===== src/rtl/regfile_pkg.sv =====
// ---------------------------------------------------------------------------
// regfile_pkg
// Shared definitions for the multi-port register file: the controller state
// encoding and the default geometry (entries, width, port counts).
// ---------------------------------------------------------------------------
package regfile_pkg;

    localparam int DEF_M  = 32;   // entries
    localparam int DEF_N  = 32;   // data width
    localparam int DEF_NR = 2;    // read ports
    localparam int DEF_NW = 1;    // write ports

    typedef enum logic {
        CLEAR = 1'b0,
        RUN   = 1'b1
    } state_t;

endpackage


===== src/rtl/regfile_mp_core.sv =====
// ---------------------------------------------------------------------------
// regfile_mp_core
// Storage array with the clear/write mux. A clear request has priority over
// the write ports; among write ports the higher index wins on an address
// collision because its assignment is issued last.
//
// Ports
//   clk        : clock, rising edge
//   i_clr      : zero the entry at i_clr_addr this edge
//   i_clr_addr : entry being cleared
//   i_we       : per-port write enable (already qualified by the controller)
//   i_wa       : per-port write address
//   i_wd       : per-port write data
//   o_mem      : full array contents, read combinationally by the top
// ---------------------------------------------------------------------------
import regfile_pkg::*;

module regfile_mp_core #(
    parameter int M        = DEF_M,
    parameter int N        = DEF_N,
    parameter int NW       = DEF_NW,
    parameter int ZERO_REG = 0,
    parameter int AW       = $clog2(M)
) (
    input  logic                   clk,
    input  logic                   i_clr,
    input  logic [AW-1:0]          i_clr_addr,
    input  logic [NW-1:0]          i_we,
    input  logic [NW-1:0][AW-1:0]  i_wa,
    input  logic [NW-1:0][N-1:0]   i_wd,
    output logic [M-1:0][N-1:0]    o_mem
);

    logic [M-1:0][N-1:0] r_mem;

    always_ff @(posedge clk) begin
        if (i_clr) begin
            r_mem[i_clr_addr] <= '0;
        end else begin
            for (int j = 0; j < NW; j++) begin
                // entry 0 never takes data when it is the hardwired zero
                if (i_we[j] && !((ZERO_REG != 0) && (i_wa[j] == '0))) begin
                    r_mem[i_wa[j]] <= i_wd[j];
                end
            end
        end
    end

    assign o_mem = r_mem;

endmodule


===== src/rtl/regfile_mp.sv =====
// ---------------------------------------------------------------------------
// regfile_mp
// Multi-port register file with registered read ports, optional write-first
// bypass, optional hardwired-zero entry 0, and a post-reset clear sequence
// that zeroes one entry per cycle before the file accepts writes.
//
//   state | meaning
//   ------+-----------------------------------------------------------
//   CLEAR | zeroing entry r_cnt each edge; busy=1, writes ignored, dout=0
//   RUN   | normal operation; busy=0
//
// Ports
//   clk  : clock, rising edge
//   rst  : synchronous active-high reset, restarts the clear sequence
//   we   : per-port write enable
//   rw   : per-port write address
//   din  : per-port write data
//   r    : per-port read address
//   dout : per-port read data, one cycle after the address
//   busy : high while the clear sequence runs
// ---------------------------------------------------------------------------
import regfile_pkg::*;

module regfile_mp #(
    parameter int M        = DEF_M,
    parameter int N        = DEF_N,
    parameter int NR       = DEF_NR,
    parameter int NW       = DEF_NW,
    parameter int BYPASS   = 1,
    parameter int ZERO_REG = 0
) (
    input  logic                          clk,
    input  logic                          rst,
    input  logic [NW-1:0]                 we,
    input  logic [NW-1:0][$clog2(M)-1:0]  rw,
    input  logic [NW-1:0][N-1:0]          din,
    input  logic [NR-1:0][$clog2(M)-1:0]  r,
    output logic [NR-1:0][N-1:0]          dout,
    output logic                          busy
);

    localparam int            AW   = $clog2(M);
    localparam logic [AW-1:0] LAST = AW'(M - 1);

    state_t               r_state;
    logic [AW-1:0]        r_cnt;
    logic                 r_busy;
    logic [NR-1:0][N-1:0] r_dout;

    logic                 w_clr;
    logic [NW-1:0]        w_we;
    logic [M-1:0][N-1:0]  w_mem;
    logic [NR-1:0][N-1:0] w_rd;

    // Writes only land in RUN; a reset edge never stores anything.
    assign w_we  = (r_busy || rst) ? '0 : we;
    assign w_clr = (r_state == CLEAR) && !rst;

    always_ff @(posedge clk) begin
        if (rst) begin
            r_state <= CLEAR;
            r_cnt   <= '0;
            r_busy  <= 1'b1;
        end else begin
            case (r_state)
                CLEAR: begin
                    r_cnt <= r_cnt + 1'b1;
                    if (r_cnt == LAST) begin
                        r_state <= RUN;
                        r_busy  <= 1'b0;
                    end
                end
                RUN: begin
                    r_busy <= 1'b0;
                end
                default: begin
                    r_state <= CLEAR;
                    r_cnt   <= '0;
                    r_busy  <= 1'b1;
                end
            endcase
        end
    end

    regfile_mp_core #(
        .M        (M),
        .N        (N),
        .NW       (NW),
        .ZERO_REG (ZERO_REG),
        .AW       (AW)
    ) u_core (
        .clk        (clk),
        .i_clr      (w_clr),
        .i_clr_addr (r_cnt),
        .i_we       (w_we),
        .i_wa       (rw),
        .i_wd       (din),
        .o_mem      (w_mem)
    );

    // Read mux: array contents, then same-cycle write data when bypassing
    // (later port overrides earlier), then the hardwired zero on top.
    always_comb begin
        w_rd = '0;
        for (int k = 0; k < NR; k++) begin
            w_rd[k] = w_mem[r[k]];
            if (BYPASS != 0) begin
                for (int j = 0; j < NW; j++) begin
                    if (w_we[j] && (rw[j] == r[k])) begin
                        w_rd[k] = din[j];
                    end
                end
            end
            if ((ZERO_REG != 0) && (r[k] == '0)) begin
                w_rd[k] = '0;
            end
        end
    end

    always_ff @(posedge clk) begin
        if (rst || r_busy) begin
            r_dout <= '0;
        end else begin
            r_dout <= w_rd;
        end
    end

    assign dout = r_dout;
    assign busy = r_busy;

endmodule


===== config.mk =====
export PLATFORM = sky130hd
export DESIGN_NAME = regfile_mp
export DESIGN_NICKNAME = d
export VERILOG_FILES = /design/src/rtl/regfile_pkg.sv /design/src/rtl/regfile_mp_core.sv /design/src/rtl/regfile_mp.sv
export SDC_FILE = /design/constraint.sdc
export NUM_CORES = 2
export LEC_CHECK = 0
export CAP_MARGIN = 20
export CORE_MARGIN = 3
export CORE_UTILIZATION = 55
export DETAILED_ROUTE_END_ITERATION = 7
export GPL_ROUTABILITY_DRIVEN = 0
export PLACE_DENSITY = 0.71
export SYNTH_ARGS = -nofsm -noshare
export SYNTH_HDL_FRONTEND = slang
export SYNTH_HIERARCHICAL = 1
export SYNTH_SLANG_ARGS = --single-unit

===== constraint.sdc =====
create_clock -name clk -period 3 [get_ports clk]
set_input_delay 0.45 -clock clk [delete_from_list [all_inputs] [get_ports clk]]
set_output_delay 0.45 -clock clk [all_outputs]
set_load 0.005 [all_outputs]

==> results by group <==
Timing
  • # setup viols final: 0
  • Worst-margin pin slew: approximately 1.2 ns
  • Max_slew headroom: 16.9%
  • Minimum clock period: approximately 2.5 ns
  • Fmax achieved: 396 MHz
  • RSZ-0062 raised after global routing: false
  • Setup TNS: 0 ns
  • Final hold vios: 0
  • Skew final: 0.0345 ns
  • Final period utilization: a little over four fifths
  • Fin. max-slew vios: 0

Clock network
  • Setup repair bufs after CTS: 0
  • Post-CTS Hold Buffers: 0
  • Maximum clock path buffer count: 3
  • CTS Buf Count: approximately 120
  • Clock Latency Late Sink: between 0.7 and 0.8 ns
  • Resize count post-CTS: 0
  • Clk slew on worst S/H paths: 0.07 ns
  • CTS sink cnt: between 1000 and 1500
  • Clock tree root driver cell: clkbuf_16
  • CTS tree: done
  • H-Tree Depth: 3

Layout
  • Area delta synth->final: 16.3%
  • Non-Filler Instances: 6146
  • Most frequent cells in the layout: 1026 x a22o_1, 1024 x edfxtp_1, 419 x mux2i_1, 324 x buf_4, 295 x mux4_2
  • Layout cells sized above 1: 24.7%
  • Nets: approximately 4600
  • Most common cell after layout, fill and taps aside: a22o_1

Synth
  • Mean Syn Cell Area: 14.1 um2
  • Number of flops mapped to enable cells by yosys: 1024
  • Yosys reg bits: approximately 1100
  • Synth Instances: about 4400
  • Syn nets: about 4500
  • Synth cell types: 74
  • Post-synth top flop: edfxtp_1
  • Synthesized cell area: just over 60000 um2
  • Register area share after synthesis: between 50% and 60%
  • Async set-reset flop share out of synthesis: 0%
  • Synth warnings: 6

Run status
  • Failing checks: design-rule violations
  • Status: finished with violations

Setup path
  • Worst-path maximum fanout: 7
  • Worst Path Required: 3.63 ns
  • CP delay by family, top: simple AND/OR/NAND/NOR gates
  • CP max-delay cell: and4bb_2
  • Buf/Inv on CP: 0
  • Critical path class: flip-flop to flip-flop
  • CP Capture Type: flip-flop
  • CP max stage delay: around 0.52 ns
  • Critical path startpoint category: flip-flop
  • Crit-path cells: nor2_2 > nand3b_1 > and4bb_2 > or3_1 > a21oi_1 > a311o_1
  • Arrival time at the worst endpoint: between 3 and 4 ns

Global route
  • Initial antenna violation count: 13
  • Grt ovf: 0
  • Tot GR Track Use: a little over two fifths
  • Largest net degree at the start of global routing: 52
  • Vias in the first global route: approximately 48000
  • First-pass GRT wire length: 359 mm

Floorplan
  • Row cnt: around 120
  • Die ar.: between 100000 and 150000 um2
  • Die W: ~340 um
  • Die Y: ~340 um
  • Ports: 115
  • Core area: between 100000 and 150000 um2
  • Initial Util: between 50% and 60%

Min path
  • Hold Crit Class: primary input to flip-flop

Power and ir drop
  • Pleak: 27.5 nW
  • Pwr/cell area: between 500 and 600 nW/um2
  • Worst vdd ir: around 0.5 mV

Route
  • DRC errors left: 1
  • 1st-iter DRT viols: 10100
  • Pre-antenna DRT Iters: 8
  • Antenna Nets Post-Route: 0
  • Drt total wl: approximately 250 mm
  • Via count: 51400
  • WL/cell: between 40 and 50 um
  • Via density: around 8.4

Place
  • Final HPWL DP: roughly 160 mm
  • Number of placed instances, taps included: between 5000 and 6000
  • Port bufs: between 100 and 150

Flow run
  • Max-Cap Viols: 0
-- through the flow --
stage	total power [W]	hold slack (ns)	worst slack (ns)	cell area [um2]	util, %
CTS	0.0398	0.268	0.554	72400	64.9
global placement	0.0249	0.568	0.0240	68500	61.4
floorplan	0.0222	0.547	0.396	62300	-
global route	0.0409	0.272	0.486	72400	64.9
detailed placement	0.0250	0.574	0.0172	68500	61.4
finish	0.0402	0.278	0.472	72500	64.9
-- per-layer routing --
layer	global-route usage (%)	wire length, um	vias up
met5	0	146	-
met4	27.4	20700	16
met3	17.1	45400	1183
met2	58.1	103000	5906
met1	55.8	85500	25300
li1	-	-	19000
-- logic make-up (layout without fill, tap and decap cells) --
family,Yosys count,count (layout),share of synthesized area [%]
compound gates,1670,1670,22.3
flops,1095,1095,51.7
mux,739,739,18.2
buf+inv,584,824,5.12
simple gates,309,309,2.52
xor+xnor,13,13,0.183
fa+ha+maj,2,2,0.0402
other cells,0,6,0
-- worst min-delay path, stage by stage --
cell and delay (ns):
buf_2 0.21, o211ai_1 0.19, a22o_1 0.14
-- cell type report --
| type | count | area (um2) |
|---|---|---|
| Timing Repair Buffer | 601 | 6870 |
| Multi-Input combinational cell | 2733 | 27600 |
| Inverter | 7 | 26.3 |
| Fill cell | 8001 | 39100 |
| Clock inverter | 59 | 628 |
| Clock buffer | 157 | 3260 |
| Sequential cell | 1095 | 32200 |
| Antenna cell | 6 | 15.0 |
| Tap cell | 1488 | 1860 |
-- worst paths after layout --
kind	startpoint	endpoint	slack, ns	cells after the start
setup / recovery	busy	dout[14]	0.47	6
hold / removal	r[3]	dout[7]	0.28	3
setup reg to reg	busy	dout[14]	0.47	6
hold reg to reg	u_core/o_mem[633]	u_core/o_mem[633]	0.59	1
-- state kept, by name, indices dropped and copies added (netlist names) --
| name | flops |
|---|---|
| r_state | 1 |
| r_cnt | 5 |
| u_core/o_mem | 1024 |
| busy | 1 |
| dout | 64 |
-- synthesized netlist by cell type (8+ instances only) --
| master | instances | area share, % |
|---|---|---|
| mux2i_1 | 419 | 6.7 |
| o211ai_1 | 14 | 0.17 |
| edfxtp_1 | 1024 | 49 |
| buf_1 | 13 | 0.078 |
| o21ai_0 | 79 | 0.63 |
| buf_2 | 164 | 1.3 |
| a211oi_1 | 25 | 0.30 |
| nor2_2 | 14 | 0.14 |
| mux4_1 | 15 | 0.63 |
| nand2b_1 | 12 | 0.12 |
| a221oi_2 | 9 | 0.22 |
| a211oi_2 | 9 | 0.18 |
| xor2_1 | 9 | 0.13 |
| a221o_1 | 56 | 0.90 |
| a32o_1 | 20 | 0.32 |
| a21oi_1 | 104 | 0.84 |
| dfxtp_1 | 71 | 2.3 |
| o21ai_1 | 14 | 0.11 |
| a31oi_1 | 8 | 0.080 |
| o31ai_1 | 9 | 0.11 |
| a21o_1 | 35 | 0.42 |
| buf_4 | 24 | 0.29 |
| mux2_2 | 10 | 0.18 |
| a22o_1 | 1026 | 14 |
| a22oi_1 | 44 | 0.53 |
| buf_12 | 20 | 0.64 |
| a21boi_2 | 13 | 0.24 |
| nor2_1 | 107 | 0.64 |
| nor3_1 | 39 | 0.31 |
| mux4_2 | 295 | 11 |
| nand3_1 | 22 | 0.18 |
| nor2b_1 | 40 | 0.40 |
| clkbuf_1 | 304 | 1.8 |
| buf_6 | 42 | 0.76 |
| nand2_1 | 32 | 0.19 |
| o22ai_1 | 21 | 0.21 |
| a21boi_1 | 20 | 0.24 |
| a221oi_1 | 134 | 1.9 |
-- power by group --
group	total (W)	switching [W]	internal, W	leakage (nW)
combinational	0.00655	0.00383	0.00272	14.6
clock	0.0151	0.00647	0.00862	1.90
sequential	0.0186	0.000804	0.0178	11.0
total	0.0402	0.0111	0.0291	27.5
(Power assumes the default switching activity.)
